## config.mk

```make
export PLATFORM = sky130hd
export DESIGN_NAME = stopwatch_ctrl
export DESIGN_NICKNAME = d
export VERILOG_FILES = /design/src/rtl/stopwatch_pkg.sv /design/src/rtl/stopwatch_ctrl_bcd_digit.sv /design/src/rtl/stopwatch_ctrl.sv
export SDC_FILE = /design/constraint.sdc
export NUM_CORES = 1
export LEC_CHECK = 0
export CAP_MARGIN = 20
export CORE_AREA = 5 5 60 62
export CTS_CLUSTER_DIAMETER = 50
export DETAILED_ROUTE_END_ITERATION = 16
export DIE_AREA = 0 0 65 67
export PLACE_DENSITY_LB_ADDON = 0.15
export SYNTH_ARGS = -nofsm -noshare
export SYNTH_HDL_FRONTEND = slang
export SYNTH_SLANG_ARGS = --single-unit
```

## constraint.sdc

```tcl
create_clock -name clk_i -period 3.95 [get_ports clk_i]
set_input_delay 0.79 -clock clk_i [delete_from_list [all_inputs] [get_ports clk_i]]
set_output_delay 0.79 -clock clk_i [all_outputs]
set_load 0.01 [all_outputs]
```

## src/rtl/stopwatch_pkg.sv

```systemverilog
// Shared definitions for the stopwatch controller: FSM encodings,
// BCD digit limit and the default timer terminal load.
package stopwatch_pkg;

    typedef enum logic [1:0] {
        ST_IDLE  = 2'd0,
        ST_RUN   = 2'd1,
        ST_PAUSE = 2'd2
    } state_t;

    localparam logic [3:0]  BCD_MAX    = 4'd9;

    // 1,000,000 cycles per tick: 10 ms at 100 MHz
    localparam logic [19:0] DEFAULT_TL = 20'd999999;

endpackage

```

## src/rtl/stopwatch_ctrl_bcd_digit.sv

```systemverilog
// One BCD digit (0-9) with increment, synchronous clear and carry out.
// Four of these are cascaded through carry_o to form SS.hh.
module bcd_digit
    import stopwatch_pkg::*;
(
    input  logic       clk_i,
    input  logic       rst_i,
    input  logic       inc_i,
    input  logic       clr_i,
    output logic [3:0] digit_o,
    output logic       carry_o
);

    // Carry is combinational so the whole cascade settles in one cycle
    assign carry_o = inc_i && (digit_o == BCD_MAX);

    // Digit register: clear has priority, increment wraps 9 -> 0
    always_ff @(posedge clk_i or posedge rst_i) begin
        // NOTE: sequential state uses non-blocking assignments only, so every
        // register samples pre-edge values regardless of block ordering.
        if (rst_i) begin
            digit_o <= 4'd0;
        end else if (clr_i) begin
            digit_o <= 4'd0;
        end else if (inc_i) begin
            digit_o <= (digit_o == BCD_MAX) ? 4'd0 : digit_o + 4'd1;
        end
    end

endmodule

```

## src/rtl/stopwatch_ctrl.sv

```systemverilog
// Stopwatch controller: Start/Stop/Clear FSM that drives the 10 ms tick
// timer (enable, reset, terminal load) and a 4-digit BCD time counter
// advanced by each timer_full tick.
module stopwatch_ctrl
    import stopwatch_pkg::*;
#(
    parameter logic [19:0] TL_VALUE = DEFAULT_TL
) (
    input  logic        clk_i,
    input  logic        rst_i,
    input  logic        start_stop_i,
    input  logic        clear_i,
    input  logic        timer_full_i,
    output logic        timer_en_o,
    output logic        timer_rst_o,
    output logic [19:0] tl_o,
    output logic [3:0]  hundredths_o,
    output logic [3:0]  tenths_o,
    output logic [3:0]  sec_ones_o,
    output logic [3:0]  sec_tens_o,
    output logic        running_o,
    output logic        overflow_o
);

    state_t state_q, state_d;
    logic   go_idle;
    logic   tick;
    logic   carry_h, carry_t, carry_o1, carry_wrap;

    assign tl_o = TL_VALUE;

    // Only PAUSE can return to IDLE; this also clears time and overflow
    assign go_idle = (state_q != ST_IDLE) && (state_d == ST_IDLE);

    // Ticks count in RUN and PAUSE; a tick arriving with RUN->PAUSE is real
    assign tick = timer_full_i && (state_q != ST_IDLE);

    // Next-state logic for the Start/Stop/Clear FSM
    always_comb begin
        // NOTE: default assigned first so no path leaves state_d unassigned,
        // which would otherwise infer a latch.
        state_d = state_q;
        case (state_q)
            ST_IDLE:  if (start_stop_i) state_d = ST_RUN;
            ST_RUN:   if (start_stop_i) state_d = ST_PAUSE;
            ST_PAUSE: begin
                // Clear wins over a simultaneous start/stop
                if (clear_i)           state_d = ST_IDLE;
                else if (start_stop_i) state_d = ST_RUN;
            end
            default:  state_d = ST_IDLE;
        endcase
    end

    // State and timer-control registers, loaded from the next state so the
    // timer enable lines up with the first RUN cycle
    always_ff @(posedge clk_i or posedge rst_i) begin
        if (rst_i) begin
            state_q     <= ST_IDLE;
            timer_en_o  <= 1'b0;
            running_o   <= 1'b0;
            timer_rst_o <= 1'b1;
        end else begin
            state_q     <= state_d;
            timer_en_o  <= (state_d == ST_RUN);
            running_o   <= (state_d == ST_RUN);
            timer_rst_o <= go_idle || ((state_q == ST_IDLE) && clear_i);
        end
    end

    // Sticky overflow: set on the 99.99 -> 00.00 wrap, cleared with the time
    always_ff @(posedge clk_i or posedge rst_i) begin
        if (rst_i) begin
            overflow_o <= 1'b0;
        end else if (go_idle) begin
            overflow_o <= 1'b0;
        end else if (carry_wrap) begin
            overflow_o <= 1'b1;
        end
    end

    bcd_digit u_hundredths (
        .clk_i   (clk_i),
        .rst_i   (rst_i),
        .inc_i   (tick),
        .clr_i   (go_idle),
        .digit_o (hundredths_o),
        .carry_o (carry_h)
    );

    bcd_digit u_tenths (
        .clk_i   (clk_i),
        .rst_i   (rst_i),
        .inc_i   (carry_h),
        .clr_i   (go_idle),
        .digit_o (tenths_o),
        .carry_o (carry_t)
    );

    bcd_digit u_sec_ones (
        .clk_i   (clk_i),
        .rst_i   (rst_i),
        .inc_i   (carry_t),
        .clr_i   (go_idle),
        .digit_o (sec_ones_o),
        .carry_o (carry_o1)
    );

    bcd_digit u_sec_tens (
        .clk_i   (clk_i),
        .rst_i   (rst_i),
        .inc_i   (carry_o1),
        .clr_i   (go_idle),
        .digit_o (sec_tens_o),
        .carry_o (carry_wrap)
    );

endmodule

```

## After elaboration in Yosys (flattened, before gate mapping)

Cells that the tools add are included.
Widths: inputs -> output; s select.

- Input bits: 5
- Logic and storage cells: 53
- Output and inout bits: 40
- Flip-flop bits (word level): 21

- Reductions and logical operators: 16
- Muxes and demuxes: 18
- $add $sub $neg: 4
- Equal/unequal tests: 7

Operators with widths:

| operator | number |
|---|---|
| $mux 4 | 12 |
| $add 4x1->4 const B | 4 |
| $eq 4x4->1 const B | 4 |
| $reduce_bool 2->1 | 6 |
| $logic_and 1x1->1 | 7 |
| $mux 2 | 3 |
| $pmux 2 s3 | 1 |
| $eq 2x1->1 const B | 2 |
| $logic_not 2->1 | 2 |
| $eq 2x2->1 const B | 1 |
| $mux 1 | 2 |
| $logic_or 1x1->1 | 1 |

## Longest topological paths before layout

Gate-level depths: netlist of run 1.

- Depth after elaboration: 8
- Gate-level depth with buffers: 8
- Mapped depth without buffers: 6

## By module

From an unflattened synthesis of run 1, not the netlist that was laid out.

- Cells, all modules: 150
- Area total of the unflattened synthesis: 1365.1 µm²

Modules (own cells, without submodules):

| module | instances | area an instance (µm²) | cells an instance | seq. area each (µm²) |
|---|---|---|---|---|
| bcd_digit | 4 | 244.0 | 27 | 100.1 |
| stopwatch_ctrl | 1 | 389.1 | 42 | 126.4 |

## Worst setup path before layout of run 1

OpenSTA, ideal clock, no wires.

- Path type: in2reg
- From: input port timer_full_i
- To: register u_sec_ones.digit_o[3]
- Stages on the path: 5
- Setup slack: 2.303 ns
- Required time: 3.828 ns
- Arrival time: 1.525 ns
- Library setup time: 0.122 ns
- Path buffers: 1
- Path through: o21a_1 -> and3_2 -> buf_6 -> o21ai_2 -> a32o_1

- Cells in the longest elaborated chain, start to end: 4

Ends and longest elaborated chain:

| item | RTL line | RTL |
|---|---|---|
| from (decl) | stopwatch_ctrl.sv:13 | `input logic timer_full_i,` |
| $logic_and 1x1->1 | stopwatch_ctrl.sv:36 | `assign tick = timer_full_i && (state_q != ST_IDLE);` |
| $logic_and 1x1->1 (2 in a row) | stopwatch_ctrl_bcd_digit.sv:15 | `assign carry_o = inc_i && (digit_o == BCD_MAX);` |
| $reduce_bool 2->1 (no line) | -- |  |
| to (signal assigned) | stopwatch_ctrl_bcd_digit.sv:26 | `digit_o <= (digit_o == BCD_MAX) ? 4'd0 : digit_o + 4'd1;` |
| to (decl) | stopwatch_ctrl_bcd_digit.sv:10 | `output logic [3:0] digit_o,` |

Every way passes these cells.
A chain may end at the register's enable or synchronous reset.

## Worst setup path after layout of run 1

- From: register timer_rst_o
- To: output port timer_rst_o

RTL lines:

| item | RTL line | RTL |
|---|---|---|
| from (decl) | stopwatch_ctrl.sv:15 | `output logic timer_rst_o,` |
| from (signal assigned) | stopwatch_ctrl.sv:67 | `timer_rst_o <= go_idle \|\| ((state_q == ST_IDLE) && clear_i);` |

No word-level cell between the ends.

==> results of run 1 <==
==> flip-flops by register name, indices dropped and copies added (netlist names) <==
signal                cells
running_o                 1
overflow_o                1
u_hundredths.digit_o      4
u_sec_tens.digit_o        4
state_q                   2
u_tenths.digit_o          4
u_sec_ones.digit_o        4
timer_rst_o               1
==> routing by layer <==
| metal | vias to the layer above | share of wire | wire length, µm | track usage |
|---|---|---|---|---|
| met5 | - | 0 | 0 | 0 |
| met4 | 0 | 0.0070 | 18 | 0.04749 |
| met3 | 2 | 0.057 | 145 | 0.02361 |
| met2 | 30 | 0.46 | 1177 | 0.2146 |
| met1 | 483 | 0.48 | 1214 | 0.1575 |
| li1 | 505 | - | - | - |
==> area by class of cell <==
type                    instances  area [µm²]
clock buffers                   3       22.52
clock inverters                 1       5.005
fillers                       292        1426
inverters                       5       18.77
multi-input cells             115       696.9
flip-flops and latches         21       526.8
well taps                      33       41.29
repair buffers                 24       240.2
==> logic make-up (layout without fill, tap and decap cells) <==
logic type,after synthesis,after routing,share of synthesized area
AOI/OAI and AO/OA,24,24,0.1122
xor gates and xnor gates,3,3,0.01901
DFF,21,21,0.3810
and+or+nand+nor,54,54,0.2018
other,2,20,0.005432
adders and majority gates,8,8,0.07240
muxes,6,6,0.04434
buffers and inverters,32,33,0.1638
==> power groups by stage <==
stage,Combinational (mW),Clock (mW),Sequential [mW]
6_report,0.205,0.105,0.296
5_1_grt,0.225,0.122,0.305
4_1_cts,0.208,0.111,0.296
3_5_place_dp,0.208,0,0.301
3_3_place_gp,0.204,0,0.300
2_1_floorplan,0.157,0,0.291
==> Yosys cell counts <==
master,instances
sky130_fd_sc_hd__and2_1,2
sky130_fd_sc_hd__dfrtp_1,20
sky130_fd_sc_hd__inv_1,5
sky130_fd_sc_hd__ha_1,8
sky130_fd_sc_hd__o21ai_0,8
sky130_fd_sc_hd__o21a_1,3
sky130_fd_sc_hd__conb_1,2
sky130_fd_sc_hd__clkbuf_1,1
sky130_fd_sc_hd__nor4b_1,1
sky130_fd_sc_hd__a32o_1,1
sky130_fd_sc_hd__nor2_1,19
sky130_fd_sc_hd__a31o_1,1
sky130_fd_sc_hd__and3b_1,4
sky130_fd_sc_hd__and3_1,1
sky130_fd_sc_hd__mux2_2,1
sky130_fd_sc_hd__a21oi_1,7
sky130_fd_sc_hd__xnor2_1,3
sky130_fd_sc_hd__buf_6,3
sky130_fd_sc_hd__nor4_1,3
sky130_fd_sc_hd__and4_4,1
sky130_fd_sc_hd__nor3_1,6
sky130_fd_sc_hd__and4_2,1
sky130_fd_sc_hd__o21ai_2,2
sky130_fd_sc_hd__nand4_1,1
sky130_fd_sc_hd__o211ai_2,1
sky130_fd_sc_hd__mux2i_1,5
sky130_fd_sc_hd__nand2_1,11
sky130_fd_sc_hd__buf_2,1
sky130_fd_sc_hd__a21oi_2,1
sky130_fd_sc_hd__nand3b_1,2
sky130_fd_sc_hd__nand3_1,1
sky130_fd_sc_hd__dfstp_2,1
sky130_fd_sc_hd__and3_2,1
sky130_fd_sc_hd__buf_4,22
==> metrics by stage <==
stage          worst slack (ns)  instance area (µm²)  cells  power [mW]
2_1_floorplan             2.303                 1450    168      0.4477
3_3_place_gp              1.690                 1524    198      0.5041
3_5_place_dp              1.665                 1524    198      0.5087
4_1_cts                   1.787                 1551    202      0.6159
5_1_grt                   1.747                 1551    202      0.6513
6_report                  1.806                 1551    202      0.6060
==> final timing paths <==
check / startpoint / end / slack (ns)
worst max-delay path: timer_rst_o / timer_rst_o / 1.81
worst min-delay path: overflow_o / overflow_o / 0.52
worst max register to register: u_hundredths.digit_o[1] / u_sec_tens.digit_o[1] / 2.22
worst min register to register: overflow_o / overflow_o / 0.52
max in group asynchronous: rst_i / u_hundredths.digit_o[0] / 2.52
min in group asynchronous: rst_i / running_o / 0.93
==> reports/results.md, run 1 <==
| Parameter | This run | Unit |
|:---|:---|:---|
| Post-CTS Hold Fix Bufs | 0 | - |
| I/O Buffers | 24 | - |
| Worst Path Class, Setup | register to primary output | - |
| Layout Utilization | 0.5210 | - |
| Post-synthesis cell type count | 34 | - |
| Fraction of final layout cells with drive strength greater than 1 | 0.07692 | - |
| Mean number of vias per cell | 5.050 | - |
| HPWL after detailed placement | 1911 | µm |
| Power share of the clock group | 0.173 | - |
| Initial core utilization | 0.4643 | - |
| Class of the worst hold path | register to register | - |
| Number of max-capacitance violations reported | 0 | - |
| Row cnt | 20 | - |
| Ratio of total power to cell area | 390.6 | nW/µm² |
| Number of antenna diodes | 0 | - |
| Num CTS Buffers | 3 | - |
| Number of antenna violations at the first check in global routing | 0 | - |
| Crit path largest cell delay | 0.53 | ns |
| Worst hold margin | 0.5242 | ns |
| Die ar. | 4355 | µm² |
| Crit path cell chain | clkdlybuf4s50_1 | - |
| Die X-Extent | 65 | µm |
| Cell Int Power | 387.1 | µW |
| # resized after CTS | 0 | - |
| Aggregate negative setup slack | 0 | ns |
| Sequential cell area fraction in the yosys report | 0.3810 | - |
| Minimum period implied by the final worst setup slack | 2.144 | ns |
| Startpoint Class | register | - |
| Post-synthesis cell type with the largest combined area | sky130_fd_sc_hd__dfrtp_1 | - |
| Drt drc | 0 | - |
| Area growth from synthesis to layout | 12.22 | % |
| Proportion of power drawn by combinational gates | 0.338 | - |
| TritonCTS clock tree | built | - |
| Share of Yosys cell area claimed by the top area cell type | 0.3620 | - |
| Largest net degree at the start of global routing | 22 | - |
| GRT Overall Usage | 0.1261 | - |
| Number of sinks handled by clock tree synthesis | 21 | - |
| Kind of cell with the highest combined delay on the critical path | flip-flops | - |
| Number of cells traversed by the worst hold path | 2 | - |
| Skew-Pair Late Insertion Delay | 0.30 | ns |
| Average wire per cell in the routed design | 12.65 | µm |
| Max-Slew Margin vs Limit | 0.4644 | - |
| Status | complete, no violations | - |
| Sort of element at the end of the critical path | primary output | - |
| Crit path max-delay cell type | sky130_fd_sc_hd__dfstp_2 | - |
| Root Buffer | sky130_fd_sc_hd__clkbuf_4 | - |
| Std-Cell Core Area | 2978 | µm² |
| R2R cell count | 6 | - |
| Detailed-router iteration count before antenna repair | 4 | - |
| Vias | 1020 | - |
| Critical Path Fanout Max | 1 | - |
| Total wirelength of the detailed-routed design | 2555 | µm |
| Leakage dissipation | 0.7162 | nW |
| Total count of hold-check failures in the final report | 0 | - |
| Height of the chip | 67 | µm |
| Worst path buffer plus inverter count | 1 | - |
| Largest voltage drop on the vdd net | 0.0001654 | V |
| Buffers inserted during post-CTS setup optimization | 0 | - |
| ANT nets after route | 0 | - |
| Clock-pin slew reported for the worst setup and hold paths after clock tree synthesis | 0.12 | ns |
| Highest-count cells in the layout ignoring fill and taps | 24 x sky130_fd_sc_hd__clkdlybuf4s50_1, 20 x sky130_fd_sc_hd__conb_1, 20 x sky130_fd_sc_hd__dfrtp_1 | - |
| Sw Ratio | 0.3612 | - |
| Final setup viols | 0 | - |
| Cells after Synth | 150 | - |
| Number of global-route vias before repair | 988 | - |
| Share of the cycle needed by the critical path after routing | 0.5428 | - |
| Setup repair after global routing missed its margin | false | - |
| Top post-synthesis cells by area | sky130_fd_sc_hd__dfrtp_1 36%, sky130_fd_sc_hd__buf_4 12%, sky130_fd_sc_hd__ha_1 7.2%, sky130_fd_sc_hd__nor2_1 5.2%, sky130_fd_sc_hd__mux2i_1 3.6% | - |
| Iteration-0 DRC Markers | 28 | - |
| Worst endpoint data arrival time | 1.35 | ns |
| Slew Limit Fails | 0 | - |
| Required time reported for the critical path endpoint | 3.16 | ns |
| Synthesized cell area | 1383 | µm² |
| Net Sw Power | 218.9 | µW |
| Ys Warns | 0 | - |
| Worst-case clock buffer depth | 2 | - |
| Total Nets Final | 183 | - |
| Total of flip-flops plus latches after synthesis | 21 | - |
| Number of top-level design ports | 45 | - |
| Measured slew at the worst slew-check pin | 0.8024 | ns |
| Weighted congestion reported at the end of routability-driven placement | 0.7585 | - |
| Overflow left after global routing | 0 | - |
| Fmax | 0.4664 | GHz |
| CTS H-tree depth | 1 | - |
| Mean instance size in the synthesized netlist | 9.217 | µm² |
| Global-route wire length before repair | 4312 | µm |
| Worst clock skew | 0.001614 | ns |
| Sequential group share of total power | 0.489 | - |
| Logic depth of the worst path, buffers included | 1 | - |
| Most common cell after layout, fill and taps aside | sky130_fd_sc_hd__clkdlybuf4s50_1 | - |
Note: power is estimated with default switching activity, not from simulation.
==> run 2: changes to the inputs <==
Settings changed: CORE_AREA 5 5 60 62 to 5 5 65 67, DIE_AREA 0 0 65 67 to 0 0 70 72.
Clock period 3.95 ns to 1.7 ns, I/O delays scaled along.
==> reports/results.md, run 2 (synthesis results as in run 1) <==
| Parameter | This run | Unit | Delta |
|:---|:---|:---|:---|
| Kind of cell with the highest combined delay on the critical path | buffers and inverters | - | was flip-flops |
| Final setup viols | 0 | - | unchanged |
| Crit path cell chain | clkdlybuf4s50_1 | - | unchanged |
| Vias | 1070 | - | was 1020 |
| Required time reported for the critical path endpoint | 1.36 | ns | was 3.16 ns |
| Fmax | 0.6066 | GHz |  |
| Total count of hold-check failures in the final report | 0 | - | unchanged |
| Number of antenna diodes | 0 | - | unchanged |
| Worst-case clock buffer depth | 2 | - | unchanged |
| Proportion of power drawn by combinational gates | 0.372 | - | was 0.338 |
| Post-Layout Cell Count | 227 | - | was 202 |
| Mean number of vias per cell | 4.714 | - | was 5.050 |
| Minimum period implied by the final worst setup slack | 1.649 | ns |  |
| Most common cell after layout, fill and taps aside | sky130_fd_sc_hd__conb_1 | - | was sky130_fd_sc_hd__clkdlybuf4s50_1 |
| Aggregate negative setup slack | 0 | ns | unchanged |
| Worst endpoint data arrival time | 1.31 | ns | was 1.35 ns |
| Fraction of final layout cells with drive strength greater than 1 | 0.1564 | - | was 0.07692 |
| Largest voltage drop on the vdd net | 0.0003894 | V | was 0.0001654 V |
| Worst path buffer plus inverter count | 1 | - | unchanged |
| Worst hold margin | 0.3534 | ns | was 0.5242 ns |
| Total Nets Final | 193 | - | was 183 |
| HPWL after detailed placement | 2113 | µm | was 1911 µm |
| Num CTS Buffers | 3 | - | unchanged |
| I/O Buffers | 24 | - | unchanged |
| Worst clock skew | 0.004123 | ns | was 0.001614 ns |
| Class of the worst hold path | primary input to async pin | - | was register to register |
| Std-Cell Core Area | 3578 | µm² | was 2978 µm² |
| GRT Overall Usage | 0.1065 | - | was 0.1261 |
| Iteration-0 DRC Markers | 60 | - | was 28 |
| TritonCTS clock tree | built | - | unchanged |
| Number of antenna violations at the first check in global routing | 0 | - | unchanged |
| Reg2Reg Launch Point | u_tenths.digit_o[1] | - | was u_hundredths.digit_o[1] |
| Total wirelength of the detailed-routed design | 2796 | µm | was 2555 µm |
| CTS H-tree depth | 1 | - | unchanged |
| Slack of the worst reg-to-reg path | 0.11 | ns | was 2.22 ns |
| Final worst slack | 0.05135 | ns | was 1.806 ns |
| Critical Path Fanout Max | 6 | - | was 1 |
| Overflow left after global routing | 0 | - | unchanged |
| Layout Utilization | 0.4619 | - | was 0.5210 |
| Global-route wire length before repair | 4457 | µm | was 4312 µm |
| Sw Ratio | 0.3593 | - | was 0.3612 |
| Crit path largest cell delay | 0.56 | ns | was 0.53 ns |
| Initial core utilization | 0.3864 | - | was 0.4643 |
| Number of top-level design ports | 45 | - | unchanged |
| Row cnt | 22 | - | was 20 |
| Highest-count cells in the layout ignoring fill and taps | 20 x sky130_fd_sc_hd__conb_1, 19 x sky130_fd_sc_hd__nor2_1, 19 x sky130_fd_sc_hd__clkdlybuf4s50_1 | - | was 24 x sky130_fd_sc_hd__clkdlybuf4s50_1, 20 x sky130_fd_sc_hd__conb_1, 20 x sky130_fd_sc_hd__dfrtp_1 |
| Net Sw Power | 528.4 | µW | was 218.9 µW |
| Startpoint Class | register | - | unchanged |
| Worst Path Class, Setup | register to primary output | - | unchanged |
| Sequential group share of total power | 0.459 | - | was 0.489 |
| Drt drc | 0 | - | unchanged |
| Average wire per cell in the routed design | 12.32 | µm | was 12.65 µm |
| Cell Int Power | 942.3 | µW | was 387.1 µW |
| Sort of element at the end of the critical path | primary output | - | unchanged |
| Weighted congestion reported at the end of routability-driven placement | 0.8592 | - | was 0.7585 |
| Cell Count Post-Placement | 223 | - | was 198 |
| Number of global-route vias before repair | 981 | - | was 988 |
| Die ar. | 5040 | µm² | was 4355 µm² |
| Leakage dissipation | 0.7984 | nW | was 0.7162 nW |
| Setup repair after global routing missed its margin | false | - | unchanged |
| Number of sinks handled by clock tree synthesis | 21 | - | unchanged |
| Endpoint of the lowest-slack register-to-register path | u_sec_ones.digit_o[3] | - | was u_sec_tens.digit_o[1] |
| Area growth from synthesis to layout | 19.55 | % | was 12.22% |
| Share of the cycle needed by the critical path after routing | 0.9698 | - |  |
| Clock-pin slew reported for the worst setup and hold paths after clock tree synthesis | 0.12 | ns | about the same |
| Slew Limit Fails | 0 | - | unchanged |
| Ratio of total power to cell area | 889.8 | nW/µm² | was 390.6 nW/µm² |
| Number of max-capacitance violations reported | 0 | - | unchanged |
| Detailed-router iteration count before antenna repair | 4 | - | unchanged |
| Height of the chip | 72 | µm | was 67 µm |
| R2R cell count | 6 | - | unchanged |
| ANT nets after route | 0 | - | unchanged |
| Status | complete, no violations | - | unchanged |
| Power share of the clock group | 0.170 | - | was 0.173 |
| Post-CTS Hold Fix Bufs | 0 | - | unchanged |
| Skew-Pair Late Insertion Delay | 0.30 | ns | about the same |
| Die X-Extent | 70 | µm | was 65 µm |
| Crit path max-delay cell type | sky130_fd_sc_hd__clkdlybuf4s50_1 | - | was sky130_fd_sc_hd__dfstp_2 |
| Pre-CTS setup slack | -0.01643 | ns | was 1.665 ns |
| Largest net degree at the start of global routing | 22 | - | unchanged |
| Root Buffer | sky130_fd_sc_hd__clkbuf_4 | - | unchanged |
-- run 2: cell types whose count changed in the layout (fill, tap and decap cells not counted), sizes merged --
| cell | change |
|---|---|
| clkdlybuf4s50 | -5 |
| dlymetal6s2s | +2 |
| buf | +10 |
| clkinv | -1 |
| clkbuf | +1 |
| dlygate4sd2 | +3 |
-- run 2: repair_timing --
action | 4_1_cts | 5_1_grt
buffers inserted | 0 | 0
setup endpoints to repair | 4 | 7
gates resized for setup | 4 | 7
-- run 2: layer usage --
layer  routed length (µm)  global-route usage  vias up
met3                  169             0.01939        4
met2                 1379              0.1931       33
met1                 1215              0.1263      509
li1                     -                   -      524
met5                    0                   0        -
met4                   31             0.03830        0
-- run 2: layout make-up --
cell class	count	area, µm²
multi-input cells	115	696.9
repair buffers	34	316.6
inverters	5	18.77
fillers	362	1926
flip-flops and latches	21	534.3
clock buffers	4	26.28
well taps	48	60.06
-- run 2: power groups by stage --
stage	Clock (mW)	Combinational (mW)	Sequential, mW
3_3_place_gp	0	0.567	0.680
3_5_place_dp	0	0.573	0.683
5_1_grt	0.275	0.604	0.691
6_report	0.250	0.547	0.674
2_1_floorplan	0	0.365	0.676
4_1_cts	0.259	0.557	0.672
-- run 2: worst max-delay path by stage --
| stage | startpoint | end | slack (ns) | cells past startpoint |
|---|---|---|---|---|
| 2_1_floorplan | u_hundredths.digit_o[1] | u_sec_ones.digit_o[3] | 0.09 | 8 |
| 5_1_grt | u_tenths.digit_o[3] | tenths_o[3] | 0.005 | 1 |
| 4_1_cts | u_sec_tens.digit_o[0] | sec_tens_o[0] | 0.004 | 1 |
| 3_3_place_gp | timer_full_i | u_sec_ones.digit_o[3] | 0.01 | 5 |
| 3_5_place_dp | timer_full_i | u_sec_ones.digit_o[3] | -0.02 | 5 |
| 6_report | u_hundredths.digit_o[3] | hundredths_o[3] | 0.05 | 1 |
-- run 2: metrics by stage --
stage	area [µm²]	total power, mW
after CTS	1642	1.489
after global routing	1653	1.570
after global placement	1618	1.248
after floorplan	1450	1.040
after detailed placement	1618	1.255
final	1653	1.471
==> run 3: changes to the inputs <==
Settings changed: CORE_AREA 5 5 65 67 to 5 5 64 66, DIE_AREA 0 0 70 72 to 0 0 69 71, SYNTH_HIERARCHICAL set to 1.
Clock period 1.7 ns to 1.4 ns, I/O delays scaled along.
==> reports/results.md, run 3 <==
| Parameter | This run | Unit | Delta |
|:---|:---|:---|:---|
| Power share of the clock group | 0.156 | - | was 0.170 |
| Die X-Extent | 69 | µm | was 70 µm |
| Net Sw Power | 666.7 | µW | was 528.4 µW |
| Overflow left after global routing | 0 | - | unchanged |
| I/O Buffers | 24 | - | unchanged |
| Sequential cell area fraction in the yosys report | 0.3859 | - | was 0.3810 |
| Most common cell after layout, fill and taps aside | sky130_fd_sc_hd__buf_4 | - | was sky130_fd_sc_hd__conb_1 |
| Number of max-capacitance violations reported | 0 | - | unchanged |
| Minimum period implied by the final worst setup slack | 1.710 | ns |  |
| HPWL after detailed placement | 2345 | µm | was 2113 µm |
| Cells after Synth | 150 | - | unchanged |
| Number of antenna diodes | 0 | - | unchanged |
| Post-Layout Cell Count | 262 | - | was 227 |
| Aggregate negative setup slack | -2.484 | ns | was 0 ns |
| Critical Path Fanout Max | 5 | - | was 6 |
| Required time reported for the critical path endpoint | 1.65 | ns | was 1.36 ns |
| ANT nets after route | 0 | - | unchanged |
| Total Nets Final | 228 | - | was 193 |
| Vias | 1208 | - | was 1070 |
| Iteration-0 DRC Markers | 102 | - | was 60 |
| Worst-case clock buffer depth | 2 | - | unchanged |
| Proportion of power drawn by combinational gates | 0.450 | - | was 0.372 |
| Post-synthesis cell type with the largest combined area | sky130_fd_sc_hd__dfrtp_1 | - | unchanged |
| Status | finished with violations | - | was complete, no violations |
| Number of sinks handled by clock tree synthesis | 21 | - | unchanged |
| Worst Path Class, Setup | register to register | - | was register to primary output |
| Weighted congestion reported at the end of routability-driven placement | 0.7333 | - | was 0.8592 |
| Final setup viols | 11 | - | was 0 |
| Area of all placed cells without fillers | 1889 | µm² | was 1653 µm² |
| Ratio of total power to cell area | 1013 | nW/µm² | was 889.8 nW/µm² |
| Top post-synthesis cells by area | sky130_fd_sc_hd__dfrtp_1 37%, sky130_fd_sc_hd__buf_4 12%, sky130_fd_sc_hd__ha_1 7.3%, sky130_fd_sc_hd__nand3b_1 6.6%, sky130_fd_sc_hd__nand2_1 4.7% | - | was sky130_fd_sc_hd__dfrtp_1 36%, sky130_fd_sc_hd__buf_4 12%, sky130_fd_sc_hd__ha_1 7.2%, sky130_fd_sc_hd__nor2_1 5.2%, sky130_fd_sc_hd__mux2i_1 3.6% |
| Height of the chip | 71 | µm | was 72 µm |
| Row cnt | 22 | - | unchanged |
| Dominant synthesized flop cell | sky130_fd_sc_hd__dfrtp_1 | - | unchanged |
| Std-Cell Core Area | 3523 | µm² | was 3578 µm² |
| Slew Limit Fails | 0 | - | unchanged |
| Final worst slack | -0.3098 | ns | was 0.05135 ns |
| Cell Count Post-Placement | 246 | - | was 223 |
| Num CTS Buffers | 3 | - | unchanged |
| Clock-pin slew reported for the worst setup and hold paths after clock tree synthesis | 0.12 | ns | about the same |
| Leakage dissipation | 0.9410 | nW | was 0.7984 nW |
| Pre-CTS setup slack | -0.4824 | ns | was -0.01643 ns |
| Worst hold margin | 0.3243 | ns | was 0.3534 ns |
| Share of the cycle needed by the critical path after routing | 1.221 | - |  |
| Largest voltage drop on the vdd net | 0.0006226 | V | was 0.0003894 V |
| Dpl cell area | 1812 | µm² | was 1618 µm² |
| Initial core utilization | 0.3874 | - | was 0.3864 |
| TritonCTS clock tree | built | - | unchanged |
| Mean number of vias per cell | 4.611 | - | was 4.714 |
| Worst clock skew | 0.0004234 | ns | was 0.004123 ns |
| Failing checks | setup timing | - |  |
| Top-count cell post-synth | sky130_fd_sc_hd__buf_4 | - | unchanged |
| Highest-count cells in the layout ignoring fill and taps | 38 x sky130_fd_sc_hd__buf_4, 20 x sky130_fd_sc_hd__conb_1, 18 x sky130_fd_sc_hd__dfrtp_1 | - | was 20 x sky130_fd_sc_hd__conb_1, 19 x sky130_fd_sc_hd__nor2_1, 19 x sky130_fd_sc_hd__clkdlybuf4s50_1 |
| Die ar. | 4899 | µm² | was 5040 µm² |
| Post-synthesis cell type count | 23 | - | was 34 |
| Fraction of synthesis flops using an asynchronous set or reset pin | 1.000 | - | unchanged |
| Setup repair after global routing missed its margin | true | - | was false |
| Largest net degree at the start of global routing | 18 | - | was 22 |
| Mean instance size in the synthesized netlist | 9.100 | µm² | was 9.217 µm² |
| Average wire per cell in the routed design | 12.26 | µm | was 12.32 µm |
| Number of global-route vias before repair | 1170 | - | was 981 |
| Global-route wire length before repair | 5223 | µm | was 4457 µm |
| Startpoint Class | register | - | unchanged |
| Root Buffer | sky130_fd_sc_hd__clkbuf_4 | - | unchanged |
| Detailed-router iteration count before antenna repair | 4 | - | unchanged |
| Total count of hold-check failures in the final report | 0 | - | unchanged |
| Drt drc | 0 | - | unchanged |
| Number of antenna violations at the first check in global routing | 0 | - | unchanged |
| Worst endpoint data arrival time | 1.96 | ns | was 1.31 ns |
| Area growth from synthesis to layout | 38.41 | % | was 19.55% |
| Sw Ratio | 0.3484 | - | was 0.3593 |
| Ys Warns | 6 | - | was 0 |
| Total of flip-flops plus latches after synthesis | 21 | - | unchanged |
| Skew-Pair Late Insertion Delay | 0.30 | ns | about the same |
| Fill count | 358 | - | was 362 |
| Cell Int Power | 1.247 | mW | was 942.3 µW |
| Sort of element at the end of the critical path | register | - | was primary output |
| Synthesized cell area | 1365 | µm² | was 1383 µm² |
| Count of flip-flops with a built-in enable after synthesis | 0 | - | unchanged |
| Most common library cells after synthesis | 21 x sky130_fd_sc_hd__buf_4, 20 x sky130_fd_sc_hd__dfrtp_1, 17 x sky130_fd_sc_hd__nand2_1, 13 x sky130_fd_sc_hd__inv_1 | - | was 22 x sky130_fd_sc_hd__buf_4, 20 x sky130_fd_sc_hd__dfrtp_1, 19 x sky130_fd_sc_hd__nor2_1, 11 x sky130_fd_sc_hd__nand2_1 |
| Class of the worst hold path | primary input to async pin | - | unchanged |
| Share of Yosys cell area claimed by the top area cell type | 0.3666 | - | was 0.3620 |
| CTS H-tree depth | 1 | - | unchanged |
| Total wirelength of the detailed-routed design | 3213 | µm | was 2796 µm |
| Number of top-level design ports | 45 | - | unchanged |
| Fraction of final layout cells with drive strength greater than 1 | 0.3318 | - | was 0.1564 |
| GRT Overall Usage | 0.1284 | - | was 0.1065 |
| R2R cell count | 11 | - | was 6 |
| Fmax | 0.5849 | GHz |  |
| Sequential group share of total power | 0.394 | - | was 0.459 |
==> run 3: worst paths after layout <==
check	start	end	slack, ns
max	u_hundredths/digit_o[1]	u_sec_tens/digit_o[2]	-0.31
min	rst_i	u_sec_tens/digit_o[3]	0.32
max reg2reg	u_hundredths/digit_o[1]	u_sec_tens/digit_o[2]	-0.31
min reg2reg	overflow_o	overflow_o	0.51
max in group asynchronous	rst_i	timer_rst_o	0.81
min in group clk_i	overflow_o	overflow_o	0.51
==> run 3: power groups by stage <==
| stage | logic [mW] | clock network, mW | registers [mW] |
|---|---|---|---|
| global route | 0.932 | 0.334 | 0.770 |
| finish | 0.862 | 0.298 | 0.754 |
| floorplan | 0.413 | 0 | 0.839 |
| detailed placement | 0.876 | 0 | 0.769 |
| CTS | 0.849 | 0.311 | 0.756 |
| global placement | 0.856 | 0 | 0.763 |
==> run 3: area by class of cell <==
| cell class | count | area (µm²) | share of cell area |
|---|---|---|---|
| timing repair buffer | 64 | 511.7 | 0.2709 |
| clock buffer | 4 | 26.28 | 0.01391 |
| sequential | 21 | 529.3 | 0.2801 |
| multi-input combinational | 112 | 713.2 | 0.3775 |
| tap | 48 | 60.06 | 0.03179 |
| inverter | 13 | 48.80 | 0.02583 |
==> run 3: kinds of logic after synthesis <==
group,Yosys count,synth area share
and+or+nand+nor,45,0.1870
other,2,0.005502
muxes,1,0.008249
AOI/OAI and AO/OA,37,0.1741
adders and majority gates,8,0.07333
buffers and inverters,35,0.1595
xor gates and xnor gates,1,0.006417
DFF,21,0.3859
==> run 3: critical path, stage by stage (launching register included) <==
cell,delay [ns]
sky130_fd_sc_hd__dfrtp_1,0.40
sky130_fd_sc_hd__inv_1,0.06
sky130_fd_sc_hd__ha_2,0.18
sky130_fd_sc_hd__nand3b_1,0.14
sky130_fd_sc_hd__nor2_4,0.12
sky130_fd_sc_hd__inv_2,0.06
sky130_fd_sc_hd__nor2_4,0.08
sky130_fd_sc_hd__inv_2,0.06
sky130_fd_sc_hd__nor2_4,0.13
sky130_fd_sc_hd__nand2_2,0.07
sky130_fd_sc_hd__a211o_1,0.24
sky130_fd_sc_hd__a21oi_2,0.11
==> run 3: what timing repair did <==
item / 4_1_cts / 5_1_grt
pin swaps: 6 / 6
hold buffers: 0 / 0
setup buffers: 10 / 4
resized for setup: 33 / 15
endpoints found under the setup margin: 31 / 23
==> run 3: per-layer routing <==
layer	vias up	global-route usage	part of all wire
met2	22	0.2214	0.51
li1	600	-	-
met5	-	0	0
met3	2	0.02699	0.036
met1	584	0.1586	0.45
met4	0	0.04555	0.0025
==> run 3: stage by stage <==
step | util | power, mW
2_1_floorplan | - | 1.252
3_3_place_gp | 0.5142 | 1.619
3_5_place_dp | 0.5142 | 1.645
4_1_cts | 0.5401 | 1.915
5_1_grt | 0.5362 | 2.036
6_report | 0.5362 | 1.914
==> edit 1, RTL diff (settings of run 3) <==
Register the output `hundredths_o`, cleared by the reset; this adds one clock of latency there. The other outputs are not delayed to match.
--- a/src/rtl/stopwatch_ctrl.sv
+++ b/src/rtl/stopwatch_ctrl.sv
@@ -23,2 +23,4 @@
 );
+
+    logic [3:0] hundredths_d;
 
@@ -86,3 +88,3 @@
         .clr_i   (go_idle),
-        .digit_o (hundredths_o),
+        .digit_o (hundredths_d),
         .carry_o (carry_h)
@@ -117,2 +119,10 @@
 
+    always_ff @(posedge clk_i or posedge rst_i) begin
+        if (rst_i) begin
+            hundredths_o <= '0;
+        end else begin
+            hundredths_o <= hundredths_d;
+        end
+    end
+
 endmodule
Behaviour: not the same (Yosys sat finds a counterexample within 4 cycles, from zero or initial values and one cycle with rst_i high).
==> edit 1 against run 3 <==
The run still ends with setup timing left. Fmax is 4.5% lower. Clock power rose by 9.4%. Worst setup slack got worse by 0.080 ns. Routed wire length rose by 4.5%. Power grew 8.7%. Clock skew is 0.0051 ns higher. Synthesized area grew 7.3%. Cell area is 9.1% higher. Non-clock buffer count is 5 higher. Sequential cell count is 4 higher. Count of clock-buffer cells in the layout fell by 1. Critical path type unchanged. Largest power group is now sequential cells. Highest routed layer unchanged.
==> edit 1: results (changes against run 3) <==
- Lkg Pwr: 1.04 nW (was 0.941 nW)
- CP arrival: 2.06 ns (was 1.96 ns)
- Initial DRC Count: 70 (was 102)
- Share of cells above drive strength 1: 34.1% (was 33.2%)
- # fillers: 339 (was 358)
- Pre-CTS WS: -0.486 ns (was -0.482 ns)
- Clock-pin slew on the worst setup and hold paths: 0.14 ns (was 0.12 ns)
- Distinct cells, synth: 23 (unchanged)
- Switching Power: 0.708 mW (was 0.667 mW)
- Drt total wl: 3360 um (was 3210 um)
- Post-synthesis compound-gate area fraction: 16.2% (was 17.4%)
- Status: complete, but fails checks (unchanged)
- Gr usage total: 14.4% (was 12.8%)
- Final Skew: 0.00555 ns (was 0.000423 ns)
- Setup Viol. Count Final: 13 (was 11)
- CP peak stage delay: 0.40 ns (about the same)
- NumNets Final: 237 (was 228)
- Worst-Skew Late Latency: 0.32 ns (was 0.30 ns)
- XOR/XNOR Fraction of Synth Area: 0.598% (was 0.642%)
- Adder-Cell Fraction of Synth Area: 6.83% (was 7.33%)
- Highest ir drop seen on vdd: 0.000719 V (was 0.000623 V)
- Yosys Warn Count: 6 (unchanged)
- Num CTS Buffers: 3 (unchanged)
- Vias in the first global route: 1305 (was 1170)
- Synth cell count leaders: dfrtp_1, buf_4, nand2_1, inv_1 (was buf_4, dfrtp_1, nand2_1, inv_1)
- Failing checks: setup timing (unchanged)
- Worst Slack Setup Final: -0.390 ns (was -0.310 ns)
- First-pass GRT wire length: 5840 um (was 5220 um)
- DPL Wire Length: 2440 um (was 2350 um)
- DR vias/cell: 4.61 (about the same)
- Top cells by area, synth: dfrtp_1, buf_4, ha_1 (unchanged)
- Routability cong.: 0.768 (was 0.733)
- Seq/Total Area, Yosys: 42.8% (was 38.6%)
- Mux cell area share after synthesis: 0.769% (was 0.825%)
==> edit 1: changes by cell type in the layout (fill, tap and decap cells not counted), sizes merged <==
| cell | change |
|---|---|
| buf | +3 |
| dlygate4sd2 | +5 |
| clkinv | +1 |
| clkbuf | -3 |
| dfrtp | +4 |
| clkdlybuf4s15 | -1 |
==> edit 1: area by class of cell <==
cell class	instances	share of cell area [%]
Multi-Input combinational cell	112	35.6
Clock inverter	1	0.243
Clock buffer	3	1.09
Tap cell	48	2.91
Inverter	13	2.37
Sequential cell	25	30.4
Timing Repair Buffer	69	27.4
==> edit 1: metrics by stage <==
step	hold slack [ns]	TNS, ns	cell area (um2)	std cells
final	0.271	-3.37	2060	271
after global routing	0.306	-5.14	2060	271
after CTS	0.272	-2.61	2050	269
after detailed placement	0.489	-4.57	1920	251
after global placement	0.478	-3.99	1920	251
after floorplan	0.0461	-2.29	1560	172
==> edit 1: power groups by stage <==
stage	registers, mW	clock network [mW]	logic [mW]
3_3_place_gp	0.930	0	0.836
6_report	0.918	0.326	0.836
5_1_grt	0.938	0.358	0.917
4_1_cts	0.922	0.340	0.833
2_1_floorplan	1.00	0	0.415
3_5_place_dp	0.940	0	0.854
==> edit 1: path summary, 6_finish.rpt <==
path,endpoint,slack [ns],cells past startpoint,startpoint
worst min register to register,hundredths_o[2],0.51,1,u_hundredths/digit_o[2]
min in group clk_i,hundredths_o[2],0.51,1,u_hundredths/digit_o[2]
worst max-delay path,u_sec_tens/digit_o[2],-0.39,11,u_hundredths/digit_o[1]
worst max register to register,u_sec_tens/digit_o[2],-0.39,11,u_hundredths/digit_o[1]
worst min-delay path,u_sec_ones/digit_o[1],0.27,2,rst_i
max in group asynchronous,timer_rst_o,0.75,2,rst_i
==> edit 1: repair_timing <==
action | CTS | global route
setup buffers | 15 | 4
cloned | 0 | 0
pin swaps | 8 | 6
endpoints found under the setup margin | 32 | 18
resized for setup | 31 | 10
hold buffers | 0 | 0
==> edit 1: routing by layer <==
metal	vias up	track usage (%)	routed length, um
met5	-	0	0
met4	0	5.21	21
met3	2	2.13	113
met2	19	26.6	1790
met1	612	17.0	1430
li1	617	-	-
==> edit 1: kinds of logic (layout without fill, tap and decap cells) <==
logic type,count (synthesis),after routing
other cells,2,20
simple gates,45,45
compound gates,37,37
buf+inv,35,86
fa+ha+maj,8,8
mux,1,1
flops,25,25
xor+xnor,1,1
==> edit 2, RTL diff (config.mk and constraints of run 3) <==
Without the edit above. Change the package constant `BCD_MAX` from 4'd9 to 4'd4.
--- a/src/rtl/stopwatch_pkg.sv
+++ b/src/rtl/stopwatch_pkg.sv
@@ -10,3 +10,3 @@
 
-    localparam logic [3:0]  BCD_MAX    = 4'd9;
+    localparam logic [3:0]  BCD_MAX    = 4'd4;
 
Behaviour: not the same (Yosys sat finds a counterexample within 10 cycles, from zero or initial values and one cycle with rst_i high).
==> edit 2 against run 3 <==
The run still ends with setup timing left. Worst setup slack got worse by 0.23 ns. Hold slack improved by 0.0045 ns. Routed wire length decreased by 18%. Synthesized area down 6.2%. Global-route usage down 2.2 points. Critical path type unchanged. Synthesized cell count fell by 13%. Power rose by 2.5%. Non-clock buffer count decreased by 6. Cell area down 5.1%. Sequential cell count unchanged.
==> edit 2: results (changes against run 3) <==
- Drt wl/cell: 11.2 um (was 12.3 um)
- Post-CTS setup buffers: 8 (was 10)
- Pre-CTS WS: -0.831 ns (was -0.482 ns)
- Synth cell count leaders: buf_4, dfrtp_1, inv_1, nand2_1 (was buf_4, dfrtp_1, nand2_1, inv_1)
- Total iterations of the first detailed-routing run: 3 (was 4)
- Met1 wire length: 1120 um (was 1460 um)
- DR vias/cell: 4.38 (was 4.61)
- FF-to-FF path depth: 8 (was 11)
- Status: complete, but fails checks (unchanged)
- GR Util met3: 2.41% (was 2.70%)
- Post-CTS Resized: 36 (was 33)
- CP arrival: 2.17 ns (was 1.96 ns)
- Lkg Pwr: 0.934 nW (was 0.941 nW)
- Pwr per Cell Area: 1090 nW/um2 (was 1010 nW/um2)
- Worst-path maximum fanout: 3 (was 5)
- Largest net degree at the start of global routing: 13 (was 18)
- # fillers: 361 (was 358)
- Failing checks: setup timing (unchanged)
- CP max-delay cell: dfrtp_2 (was dfrtp_1)
- Met2 Use GR: 18.8% (was 22.1%)
- Routability cong.: 0.792 (was 0.733)
- Gr usage total: 10.7% (was 12.8%)
- Share of cells above drive strength 1: 34.6% (was 33.2%)
- Initial DRC Count: 28 (was 102)
- Wire length on met2: 1350 um (was 1630 um)
- DR WL met3: 144 um (was 115 um)
- CP startpoint: u_hundredths/digit_o[0] (was u_hundredths/digit_o[1])
- Gate Count Post-Synth: 130 (was 150)
- Total placed cells including tap cells: 222 (was 246)
- First-pass GRT wire length: 4370 um (was 5220 um)
- Via Count: 1033 (was 1208)
- Reg-to-Reg End: u_sec_tens/digit_o[3] (was u_sec_tens/digit_o[2])
- NumNets Final: 202 (was 228)
- Worst Slack Setup Final: -0.535 ns (was -0.310 ns)
- GR Util met1: 12.8% (was 15.9%)
- DPL Wire Length: 2070 um (was 2350 um)
- Setup Viol. Count Final: 11 (unchanged)
- Final hold slack: 0.329 ns (was 0.324 ns)
- Reg power frac: 39.6% (was 39.4%)
- Top cells by area, synth: dfrtp_1, buf_4, ha_1 (unchanged)
- Vias in the first global route: 1054 (was 1170)
- Seq/Total Area, Yosys: 41.2% (was 38.6%)
- Clk. pwr: 0.287 mW (was 0.298 mW)
edit 2: changes by cell type after synthesis, moves of 8 or more:
| cell | delta |
|---|---|
| nor3_1 | +8 |
| nand3b_1 | -12 |
| nand2_1 | -8 |
| a21oi_1 | -8 |
edit 2: cell families (layout without fill, tap and decap cells):
logic type | after synthesis | after routing | share of synthesized area [%]
other | 2 | 20 | 0.587
xor gates and xnor gates | 9 | 9 | 6.16
adders and majority gates | 8 | 8 | 7.82
buffers and inverters | 35 | 75 | 17.0
muxes | 5 | 5 | 4.01
AOI/OAI and AO/OA | 9 | 9 | 4.50
DFF | 21 | 21 | 41.2
and+or+nand+nor | 41 | 41 | 18.8
edit 2: layout make-up:
class | count | area, um2 | share of cell area [%]
clock inverters | 1 | 5.00 | 0.279
inverters | 13 | 48.8 | 2.72
multi-input cells | 92 | 666 | 37.1
repair buffers | 58 | 463 | 25.8
well taps | 48 | 60.1 | 3.35
clock buffers | 3 | 22.5 | 1.26
flip-flops and latches | 21 | 528 | 29.4
